`src/rtl/sdram_pkg.sv`:
```
// Shared SDRAM controller definitions: command encodings used by both the
// frame reader and the fill/write sequencer, plus the reader state type.
package sdram_pkg;

  localparam logic [1:0] CMD_IDLE  = 2'd0;
  localparam logic [1:0] CMD_WRITE = 2'd1;
  localparam logic [1:0] CMD_READ  = 2'd2;

  typedef enum logic [1:0] {
    ST_IDLE,
    ST_REQ,
    ST_RECV
  } reader_state_t;

endpackage

```
`src/rtl/sync_fifo.sv`:
```
// Single-clock first-word-fall-through FIFO with a registered head.
// A word pushed into an empty FIFO shows on head_valid one cycle after the
// push edge. When the last stored word is popped while a new word is pushed,
// the new word goes straight into the head so the stream has no bubble.
module sync_fifo #(
  parameter int WIDTH = 32,
  parameter int DEPTH = 32,
  localparam int CW = $clog2(DEPTH) + 1
) (
  input  logic             clk,
  input  logic             rst,
  input  logic             push,
  input  logic [WIDTH-1:0] push_data,
  input  logic             pop,
  output logic [WIDTH-1:0] head_data,
  output logic             head_valid,
  output logic             full,
  output logic [CW-1:0]    free
);

  localparam int AW = $clog2(DEPTH);

  logic [WIDTH-1:0] mem [DEPTH];
  logic [AW-1:0]    wr_ptr;
  logic [AW-1:0]    rd_ptr;
  logic [CW-1:0]    count;      // words held in mem, excluding the head
  logic [CW-1:0]    occupancy;
  logic             pop_ok;
  logic             load_head;
  logic             ram_rd;
  logic             ram_wr;
  logic             bypass;

  assign occupancy = count + CW'(head_valid);
  assign full      = (occupancy == CW'(DEPTH));
  assign free      = CW'(DEPTH) - occupancy;
  assign pop_ok    = pop && head_valid;
  assign load_head = !head_valid || pop_ok;
  assign ram_rd    = load_head && (count != '0);
  assign bypass    = pop_ok && (count == '0) && push;
  assign ram_wr    = push && !bypass && (!full || pop_ok);

  // Storage array write port.
  // NOTE: the array carries no reset; only pointers and flags need one, and a
  // reset here would turn the RAM into a large bank of flops.
  always_ff @(posedge clk) begin
    if (ram_wr) mem[wr_ptr] <= push_data;
  end

  // Pointers, occupancy and the registered head word.
  // NOTE: sequential state uses non-blocking assignments so every flop samples
  // pre-edge values regardless of statement order.
  always_ff @(posedge clk) begin
    if (rst) begin
      wr_ptr     <= '0;
      rd_ptr     <= '0;
      count      <= '0;
      head_valid <= 1'b0;
      head_data  <= '0;
    end else begin
      if (ram_wr) wr_ptr <= wr_ptr + 1'b1;
      if (ram_rd) rd_ptr <= rd_ptr + 1'b1;
      count <= count + CW'(ram_wr) - CW'(ram_rd);
      if (ram_rd) begin
        head_data  <= mem[rd_ptr];
        head_valid <= 1'b1;
      end else if (bypass) begin
        head_data  <= push_data;
        head_valid <= 1'b1;
      end else if (pop_ok) begin
        head_valid <= 1'b0;
      end
    end
  end

endmodule

```
`src/rtl/sdram_frame_reader.sv`:
```
// Read-side framebuffer engine: issues CMD_READ bursts that walk the frame
// linearly from BASE_ADDR (wrapping at the frame end), buffers the returned
// beats and streams them to a pixel consumer over valid/ready.
// Optional build macro FRAME_READER_SOF_EN adds o_FrameStart, flagging the
// word read from BASE_ADDR.
module sdram_frame_reader
  import sdram_pkg::*;
#(
  parameter int ADDR_WIDTH        = 22,
  parameter int DATA_WIDTH        = 32,
  parameter int READ_BURST_LENGTH = 8,
  parameter int FRAME_WORDS       = 384000,
  parameter int BASE_ADDR         = 0,
  parameter int FIFO_DEPTH        = 32
) (
  input  logic                  clk,
  input  logic                  rst,
  input  logic                  i_Enable,
  output logic [1:0]            command,
  output logic [ADDR_WIDTH-1:0] data_address,
  input  logic [DATA_WIDTH-1:0] data_read,
  input  logic                  data_read_valid,
  output logic [DATA_WIDTH-1:0] o_Data,
  output logic                  o_Valid,
  input  logic                  i_Ready,
`ifdef FRAME_READER_SOF_EN
  output logic                  o_FrameStart,
`endif
  output logic                  o_Underflow
);

`ifdef FRAME_READER_SOF_EN
  localparam int FIFO_W = DATA_WIDTH + 1;
`else
  localparam int FIFO_W = DATA_WIDTH;
`endif
  localparam int CW     = $clog2(FIFO_DEPTH) + 1;
  localparam int BEAT_W = $clog2(READ_BURST_LENGTH + 1);

  localparam logic [ADDR_WIDTH-1:0] BASE      = ADDR_WIDTH'(BASE_ADDR);
  localparam logic [ADDR_WIDTH-1:0] STEP      = ADDR_WIDTH'(READ_BURST_LENGTH);
  localparam logic [ADDR_WIDTH-1:0] FRAME_END = ADDR_WIDTH'(BASE_ADDR + FRAME_WORDS);
  localparam logic [BEAT_W-1:0]     LAST_BEAT = BEAT_W'(READ_BURST_LENGTH - 1);
  localparam logic [CW-1:0]         BURST_SPACE = CW'(READ_BURST_LENGTH);

  reader_state_t         state, state_next;
  logic [ADDR_WIDTH-1:0] rd_addr, rd_addr_next;
  logic [ADDR_WIDTH-1:0] addr_step, addr_advanced;
  logic [BEAT_W-1:0]     beat_cnt, beat_cnt_next;
  logic [1:0]            command_next;
  logic [ADDR_WIDTH-1:0] data_address_next;

  logic                  fifo_push;
  logic                  fifo_pop;
  logic                  fifo_full;
  logic [CW-1:0]         fifo_free;
  logic [FIFO_W-1:0]     fifo_in;
  logic [FIFO_W-1:0]     fifo_head;
  logic                  can_launch;
  logic                  first_done;

  assign addr_step     = rd_addr + STEP;
  assign addr_advanced = (addr_step == FRAME_END) ? BASE : addr_step;
  assign can_launch    = !fifo_full && (fifo_free >= BURST_SPACE);

  // Beats outside a burst are stale returns from before a reset; drop them.
  assign fifo_push = data_read_valid && (state != ST_IDLE);
  assign fifo_pop  = o_Valid && i_Ready;

`ifdef FRAME_READER_SOF_EN
  // The first beat of a burst is the one seen in REQ; its address is data_address.
  assign fifo_in      = {(state == ST_REQ) && (data_address == BASE), data_read};
  assign o_Data       = fifo_head[DATA_WIDTH-1:0];
  assign o_FrameStart = fifo_head[DATA_WIDTH] && o_Valid;
`else
  assign fifo_in      = data_read;
  assign o_Data       = fifo_head;
`endif

  // Next-state, address and command decode for the burst sequencer.
  // NOTE: every signal gets a default first so no path leaves it unassigned,
  // which would otherwise infer a latch.
  always_comb begin
    state_next        = state;
    rd_addr_next      = rd_addr;
    beat_cnt_next     = beat_cnt;
    command_next      = command;
    data_address_next = data_address;
    case (state)
      ST_IDLE: begin
        if (i_Enable && can_launch) begin
          data_address_next = rd_addr;
          command_next      = CMD_READ;
          state_next        = ST_REQ;
        end
      end
      ST_REQ: begin
        if (data_read_valid) begin
          command_next  = CMD_IDLE;
          beat_cnt_next = BEAT_W'(1);
          if (READ_BURST_LENGTH == 1) begin
            rd_addr_next = addr_advanced;
            state_next   = ST_IDLE;
          end else begin
            state_next   = ST_RECV;
          end
        end
      end
      ST_RECV: begin
        if (data_read_valid) begin
          if (beat_cnt == LAST_BEAT) begin
            rd_addr_next = addr_advanced;
            state_next   = ST_IDLE;
          end else begin
            beat_cnt_next = beat_cnt + 1'b1;
          end
        end
      end
      default: state_next = ST_IDLE;
    endcase
  end

  // Sequencer state and registered controller-facing outputs.
  always_ff @(posedge clk) begin
    if (rst) begin
      state        <= ST_IDLE;
      rd_addr      <= BASE;
      beat_cnt     <= '0;
      command      <= CMD_IDLE;
      data_address <= BASE;
    end else begin
      state        <= state_next;
      rd_addr      <= rd_addr_next;
      beat_cnt     <= beat_cnt_next;
      command      <= command_next;
      data_address <= data_address_next;
    end
  end

  // Sticky underflow: consumer asked for data the buffer could not supply.
  always_ff @(posedge clk) begin
    if (rst) begin
      first_done  <= 1'b0;
      o_Underflow <= 1'b0;
    end else begin
      if (fifo_pop) first_done <= 1'b1;
      if (first_done && !o_Valid && i_Ready) o_Underflow <= 1'b1;
    end
  end

  sync_fifo #(
    .WIDTH (FIFO_W),
    .DEPTH (FIFO_DEPTH)
  ) u_fifo (
    .clk        (clk),
    .rst        (rst),
    .push       (fifo_push),
    .push_data  (fifo_in),
    .pop        (i_Ready),
    .head_data  (fifo_head),
    .head_valid (o_Valid),
    .full       (fifo_full),
    .free       (fifo_free)
  );

endmodule

```
`config.mk`:
```
export PLATFORM = sky130hd
export DESIGN_NAME = sdram_frame_reader
export DESIGN_NICKNAME = d
export VERILOG_FILES = /design/src/rtl/sdram_pkg.sv /design/src/rtl/sync_fifo.sv /design/src/rtl/sdram_frame_reader.sv
export SDC_FILE = /design/constraint.sdc
export NUM_CORES = 1
export LEC_CHECK = 0
export ABC_AREA = 0
export BUFFER_PORTS_ARGS = -buffer_cell sky130_fd_sc_hd__buf_4
export CAP_MARGIN = 40
export CORE_UTILIZATION = 40
export DETAILED_ROUTE_END_ITERATION = 8
export GPL_TIMING_DRIVEN = 1
export HOLD_SLACK_MARGIN = 0.05
export SETUP_SLACK_MARGIN = 0.1
export SLEW_MARGIN = 40
export SYNTH_ARGS = -nofsm -noshare
export SYNTH_HDL_FRONTEND = slang
export SYNTH_SLANG_ARGS = --single-unit
```
`constraint.sdc`:
```
create_clock -name clk -period 7.1 [get_ports clk]
set_input_delay 0.71 -clock clk [delete_from_list [all_inputs] [get_ports clk]]
set_output_delay 0.71 -clock clk [all_outputs]
set_load 0.03 [all_outputs]
```
==> Flow_metrics.wiki, run 1 <==
{| class="wikitable"
! Metric !! Value
|-
| Data arrival time of the worst path || ~4.3 ns
|-
| Count of flip-flops with a built-in enable after synthesis || slightly above 1000
|-
| Type of the worst min-delay path || input pin to flop
|-
| Floorplan die area || 0.111 mm2
|-
| Wire length of the first global-routing pass || 152000 um
|-
| Sequential share of power || 0.424
|-
| Sequential area share after synthesis || 0.749
|-
| Post-synthesis instance area || 0.0437 mm2
|-
| Most common library cell in the layout ignoring fill and taps || sky130_fd_sc_hd__edfxtp_1
|-
| Post-synth top area cell || sky130_fd_sc_hd__edfxtp_1
|-
| Internal power || between 10 and 15 mW
|-
| Clock period minus worst slack || 3.97 ns
|-
| Static leakage || 15.7 nW
|-
| Final HPWL from detailed placement || 66400 um
|-
| Slew at the pin closest to its max-slew limit || 0.896 ns
|-
| Run status || finished clean
|-
| Total overflow reported by the global router || 0
|-
| Number of buffers created by CTS || 114
|-
| Commonest cells after routing, fill and taps aside || sky130_fd_sc_hd__edfxtp_1 (1024), sky130_fd_sc_hd__mux4_2 (320), sky130_fd_sc_hd__clkbuf_16 (114)
|-
| Global Route Usage Sum || 0.190
|-
| Number of rows in the core area || 120
|-
| Async set-or-reset flop fraction in the synthesized netlist || 0
|-
| CTS Hold Bufs || 0
|-
| Finished Layout Cells || about 3700
|-
| CTS clock-pin slew for the worst setup and hold paths || roughly 0.060 ns
|-
| Number of distinct library cells after synthesis || 63
|-
| Final-report max-slew violation count || 0
|-
| Worst-case clock skew || 0.0396 ns
|-
| Dominant synthesized flop cell || sky130_fd_sc_hd__edfxtp_1
|-
| Number of placed instances with taps included || 3498
|-
| Horiz. Die Dim || 333 um
|-
| Root Driver || sky130_fd_sc_hd__clkbuf_16
|-
| Violation count after the first detailed-route iteration || 2370
|-
| Share of cell area taken by muxes after synthesis || 0.176
|-
| RSZ-0062 raised after global routing || no
|-
| Die Y-Extent || 333 um
|-
| Detailed-route wire length || ~100000 um
|-
| Power density relative to cell area || around 350 mW/mm2
|-
| Initial core utilization || 0.406
|-
| Total setup violations reported at the end of the flow || 0
|-
| Area after DPL || 0.0472 mm2
|-
| Arithmetic-cell share of the synthesized area counting full adders, half adders and majority gates || 0.00618
|-
| Number of synthesized register bits || 1125
|-
| Yosys warning total || 0
|-
| Combinational family with the most area after synthesis || multiplexers
|-
| CTS tree || done
|-
| Fraction of layout cells with a size suffix above 1 || 0.301
|-
| Max rail drop VDD || between 0.2 and 0.3 mV
|-
| Max FO, Critical Path || 32
|-
| Core Region || between 0.1 and 0.15 mm2
|-
| Remaining max-slew budget at the tightest pin || 0.403
|-
| Total net switching power || just over 5 mW
|-
| Antenna violations before repair || 4
|-
| Mean instance size in the synthesized netlist || 21.2 um2
|-
| Via count of the first global-routing pass || ~21000
|-
| Crit path kind || flop to flop
|-
| Post-CTS Setup Inserts || 0
|-
| Total non-filler cell area in the finished layout || 0.0508 mm2
|-
| Ports placed on the boundary || 95
|-
| Wire per inst || 28.1 um
|-
| Number of remaining DRC errors || 0
|-
| CTS Buffer Depth || 3
|-
| Net count, final || 2269
|-
| Max Freq || 252 MHz
|-
| Max cap viols || 0
|-
| Routed Antenna Nets || 0
|-
| Pin count of the biggest net entering global routing || 125
|-
| Clk sinks || about 1100
|-
| Synth Area in Simple Gates || 0.0288
|-
| Finished Core Util || 0.472
|-
| Drt via density || 5.71
|-
| Top cells by area in the synthesized netlist || sky130_fd_sc_hd__edfxtp_1 (70%), sky130_fd_sc_hd__mux4_2 (16%), sky130_fd_sc_hd__dfxtp_1 (4.6%)
|-
| Clock network power share || 0.328
|-
| Worst skew pair latency || 0.72 ns
|-
| Kind of start point of the critical path || flop
|-
| Ratio of final minimum period to clock period || 0.559
|-
| Capturing element type of the critical path || flop
|-
| Htree depth || 3
|-
| Post-CTS resize count || 0
|-
| Final number of hold-violating endpoints || 0
|-
| Count of port buffers added during placement || 90
|-
| Last weighted congestion value of the routability-driven placer || 0.787
|-
| Fraction of the mapped netlist area in compound gates || 0.0203
|-
| Aggregate negative setup slack || 0 ns
|-
| Xor and xnor fraction of the mapped netlist area || 0.00541
|-
| Top-area cell type share of the netlist area || 0.703
|-
| Pre-Repair DR Iteration Count || 8
|-
| Layout Area Growth over Synthesis || 16.2%
|-
| Total via count after detailed routing || between 20000 and 25000
|-
| CP required || 7.42 ns
|-
| Sw frac || 0.286
|-
| Power Total || 17.8 mW
|-
| Number of standard cells after synthesis || 2062
|-
| Combinational group share of total power || 0.248
|}
synthesized netlist by cell type (3+ instances only):
cell	instances
sky130_fd_sc_hd__dfxtp_1	101
sky130_fd_sc_hd__buf_1	15
sky130_fd_sc_hd__nor2b_1	37
sky130_fd_sc_hd__nor4_1	6
sky130_fd_sc_hd__edfxtp_1	1024
sky130_fd_sc_hd__a211oi_1	66
sky130_fd_sc_hd__nand2_1	35
sky130_fd_sc_hd__and3_1	3
sky130_fd_sc_hd__ha_1	20
sky130_fd_sc_hd__o21ai_1	3
sky130_fd_sc_hd__clkbuf_1	64
sky130_fd_sc_hd__or3_1	5
sky130_fd_sc_hd__xnor2_1	11
sky130_fd_sc_hd__mux4_2	320
sky130_fd_sc_hd__xor2_1	16
sky130_fd_sc_hd__buf_2	39
sky130_fd_sc_hd__buf_4	6
sky130_fd_sc_hd__mux2i_1	51
sky130_fd_sc_hd__nand4_1	12
sky130_fd_sc_hd__nor3_1	6
sky130_fd_sc_hd__a311oi_1	3
sky130_fd_sc_hd__o21ai_0	11
sky130_fd_sc_hd__nor2_1	104
sky130_fd_sc_hd__nand3b_1	4
sky130_fd_sc_hd__inv_1	16
sky130_fd_sc_hd__nand3_1	7
sky130_fd_sc_hd__a21oi_1	28
sky130_fd_sc_hd__nand2b_1	6
metal layers:
metal  global-route usage  vias up  share of wire
li1                     -     8897              -
met1                0.282    11415           0.44
met2                0.286      741           0.46
met3               0.0397      144          0.078
met4               0.0454        0          0.020
met5                    0        -              0
stage by stage:
stage | hold WS [ns] | setup slack (ns)
4_1_cts | 0.257 | 3.10
3_5_place_dp | 0.450 | 3.19
6_report | 0.295 | 3.13
3_3_place_gp | 0.439 | 2.83
2_1_floorplan | 0.438 | 3.28
5_1_grt | 0.298 | 2.95
state kept, by name, indices dropped and copies added (netlist names), named ones only:
signal,count
u_fifo.count,6
beat_cnt,4
state,2
u_fifo.wr_ptr,5
rd_addr,19
command,1
u_fifo.head_valid,1
data_address,19
u_fifo.rd_ptr,5
u_fifo.head_data,32
u_fifo.mem,1024
o_Underflow,1
first_done,1
worst paths after layout:
| check | cells past startpoint | slack [ns] | startpoint | end |
|---|---|---|---|---|
| min reg2reg | 2 | 0.45 | command[1] | command[1] |
| min | 3 | 0.29 | i_Ready | first_done |
| max reg2reg | 9 | 3.13 | u_fifo.head_valid | u_fifo.mem[15][18] |
| max | 9 | 3.13 | u_fifo.head_valid | u_fifo.mem[15][18] |
critical path: stages (launching register included):
cell and delay (ns):
sky130_fd_sc_hd__dfxtp_1 0.40, sky130_fd_sc_hd__ha_1 0.30, sky130_fd_sc_hd__ha_1 0.26, sky130_fd_sc_hd__and3b_1 0.21, sky130_fd_sc_hd__o21ai_0 0.18, sky130_fd_sc_hd__a221oi_1 0.15, sky130_fd_sc_hd__a21oi_2 0.53, sky130_fd_sc_hd__nand2_2 0.50
sky130_fd_sc_hd__or2_1 0.39, sky130_fd_sc_hd__inv_2 0.59
cell type report:
cell class / instances / area (um2)
Multi-Input combinational cell: 800 / 10700
Sequential cell: 1125 / 32800
Tap cell: 1403 / 1760
Clock inverter: 69 / 663
Antenna cell: 3 / 7.51
Timing Repair Buffer: 154 / 1910
Clock buffer: 143 / 2990
Fill cell: 8756 / 57000
Inverter: 16 / 60.1
cell families (layout without fill, tap and decap cells):
| logic type | Yosys count | after routing |
|---|---|---|
| other | 1 | 7 |
| buffers and inverters | 140 | 382 |
| AO/OA/AOI/OAI | 129 | 129 |
| AND/OR/NAND/NOR | 248 | 248 |
| XOR/XNOR | 27 | 27 |
| multiplexers | 371 | 371 |
| adder cells (fa/ha/maj) | 21 | 21 |
| flip-flops | 1125 | 1125 |
power by group through the flow:
stage / Combinational [mW] / Clock (mW) / Sequential [mW]
floorplan: 2.80 / 0 / 7.77
CTS: 4.47 / 5.97 / 7.56
global placement: 4.39 / 0 / 7.70
finish: 4.42 / 5.85 / 7.55
global route: 4.68 / 6.22 / 7.58
detailed placement: 4.45 / 0 / 7.70
Power figures use the tool's default switching activity.
==> inputs of run 2 (changes only) <==
Clock period 7.1 ns to 4 ns, I/O delays scaled along.
==> Flow_metrics.wiki, run 2 (synthesis results as in run 1) <==
{| class="wikitable"
! Metric !! Value
|-
| Capturing element type of the critical path || flop
|-
| Root Driver || sky130_fd_sc_hd__clkbuf_16
|-
| Drt via density || 5.63
|-
| Net count, final || 2287
|-
| Core Region || 0.108 mm2
|-
| Finished Core Util || 0.469
|-
| Max cap viols || 0
|-
| Via count of the first global-routing pass || 21325
|-
| Total setup violations reported at the end of the flow || 0
|-
| Detailed-route wire length || 103000 um
|-
| Aggregate negative setup slack || 0 ns
|-
| Fillers || about 8800
|-
| Die Y-Extent || 333 um
|-
| Ports placed on the boundary || 95
|-
| Violation count after the first detailed-route iteration || approximately 2000
|-
| Max FO, Critical Path || 21
|-
| Commonest cells after routing, fill and taps aside || sky130_fd_sc_hd__edfxtp_1 (1024), sky130_fd_sc_hd__mux4_2 (320), sky130_fd_sc_hd__buf_4 (135)
|-
| Type of the worst min-delay path || input pin to flop
|-
| Horiz. Die Dim || roughly 330 um
|-
| Final number of hold-violating endpoints || 0
|-
| Total overflow reported by the global router || 0
|-
| Remaining max-slew budget at the tightest pin || 0.490
|-
| Max rail drop VDD || between 0.3 and 0.4 mV
|-
| Flip-flop count of the largest register, all copies and words added || 1024
|-
| Clk sinks || around 1100
|-
| Wire length of the first global-routing pass || 151000 um
|-
| RSZ-0062 raised after global routing || no
|-
| Static leakage || between 15 and 20 nW
|-
| Run status || finished clean
|-
| CP required || between 4 and 5 ns
|-
| Total via count after detailed routing || 20911
|-
| Wire per inst || about 28 um
|-
| CTS clock-pin slew for the worst setup and hold paths || around 0.060 ns
|-
| Area after DPL || 0.0470 mm2
|-
| Crit path kind || flop to flop
|-
| Floorplan die area || 0.111 mm2
|-
| Worst-case clock skew || 0.0360 ns
|-
| Fraction of layout cells with a size suffix above 1 || 0.301
|-
| CTS Buffer Depth || 3
|-
| Ratio of final minimum period to clock period || 0.886
|-
| Power Total || 31.3 mW
|-
| Clock period minus worst slack || 3.54 ns
|-
| Layout Area Growth over Synthesis || 15.5%
|-
| Largest registers || u_fifo.mem (1024), u_fifo.head_data (32)
|-
| Count of port buffers added during placement || 90
|-
| CTS tree || done
|-
| Data arrival time of the worst path || 3.89 ns
|-
| Total non-filler cell area in the finished layout || 0.0505 mm2
|-
| Number of remaining DRC errors || 0
|-
| Slew at the pin closest to its max-slew limit || 0.765 ns
|-
| Pre-Repair DR Iteration Count || 5
|-
| Htree depth || 3
|-
| Worst skew pair latency || 0.69 ns
|-
| Routed Antenna Nets || 0
|-
| Final-report max-slew violation count || 0
|-
| Power density relative to cell area || between 600 and 700 mW/mm2
|-
| Most common library cell in the layout ignoring fill and taps || sky130_fd_sc_hd__edfxtp_1
|-
| Number of rows in the core area || 120
|-
| Max Freq || between 200 and 300 MHz
|-
| Register with the most flip-flops || u_fifo.mem
|-
| Biggest cell delay along the critical path || 0.51 ns
|-
| Pin count of the biggest net entering global routing || approximately 70
|-
| Antenna violations before repair || 2
|-
| Initial core utilization || 0.406
|-
| Cell with the largest stage delay on the worst path || sky130_fd_sc_hd__a21oi_2
|-
| Global Route Usage Sum || 0.187
|-
| Final HPWL from detailed placement || 62900 um
|-
| Number of buffers created by CTS || 111
|-
| Critical path cell sequence || ha_1, ha_1, and3b_1, o21ai_0, a221oi_1, a21oi_2, nand2_1, buf_4, nor2_4, buf_4
|-
| Kind of start point of the critical path || flop
|-
| Last weighted congestion value of the routability-driven placer || 0.807
|}
-- run 2: cell types whose count changed in the layout (fill, tap and decap cells not counted), sizes merged --
cell and delta:
clkbuf +4, buf +19, clkinvlp -4, clkinv -17
dlygate4sd3 +2
-- run 2: cell type report --
type	count	area, um2	share of cell area
Sequential cell	1125	32800	0.649
Multi-Input combinational cell	800	10600	0.211
Clock buffer	147	3010	0.0595
Timing Repair Buffer	175	1790	0.0353
Tap cell	1403	1760	0.0347
Clock inverter	48	484	0.00958
Inverter	16	60.1	0.00119
Antenna cell	3	7.51	0.000149
-- run 2: where the power goes --
| part | total [mW] | switching [mW] | internal [mW] | leakage, nW |
|---|---|---|---|---|
| logic | 7.71 | 4.01 | 3.70 | 3.87 |
| clock network | 10.1 | 4.29 | 5.82 | 1.70 |
| registers | 13.4 | 0.323 | 13.1 | 10.0 |
| total | 31.3 | 8.62 | 22.6 | 15.6 |
-- run 2: path summary, 6_finish.rpt --
check | slack (ns) | endpoint | depth (start not counted) | startpoint
setup reg to reg | 0.46 | u_fifo.mem[16][13] | 10 | u_fifo.head_valid
setup / recovery | 0.46 | u_fifo.mem[16][13] | 10 | u_fifo.head_valid
hold / removal | 0.15 | u_fifo.mem[3][2] | 1 | data_read[2]
hold reg to reg | 0.45 | command[1] | 2 | command[1]
-- run 2: what timing repair did --
item / 4_1_cts / 5_1_grt
resized for setup: 0 / 0
hold endpoints to repair: 6 / 0
buffers inserted: 0 / 0
hold buffers: 2 / 0
-- run 2: metrics by stage --
stage          std cells  hold slack [ns]  setup WS (ns)
2_1_floorplan       2065            0.438          0.180
3_3_place_gp        3517            0.443          0.509
3_5_place_dp        3517            0.449          0.450
4_1_cts             3714            0.111          0.453
5_1_grt             3714            0.147          0.261
6_report            3717            0.149          0.457
-- run 2: critical path: cells and delay by family, from the launching register on --
family / cells / cell delay (ns)
flip-flops: 1 / 0.40
AO/OA/AOI/OAI: 3 / 0.84
adder cells (fa/ha/maj): 2 / 0.58
AND/OR/NAND/NOR: 3 / 0.74
buffers and inverters: 2 / 0.63
-- run 2: per-layer routing --
| metal | part of all wire | GRT usage | vias to the layer above | wire length, um |
|---|---|---|---|---|
| met1 | 0.44 | 0.270 | 11248 | 45500 |
| met3 | 0.055 | 0.0278 | 128 | 5690 |
| met5 | 0 | 0 | - | 0 |
| li1 | - | - | 8921 | - |
| met4 | 0.017 | 0.0437 | 0 | 1710 |
| met2 | 0.49 | 0.300 | 614 | 49800 |
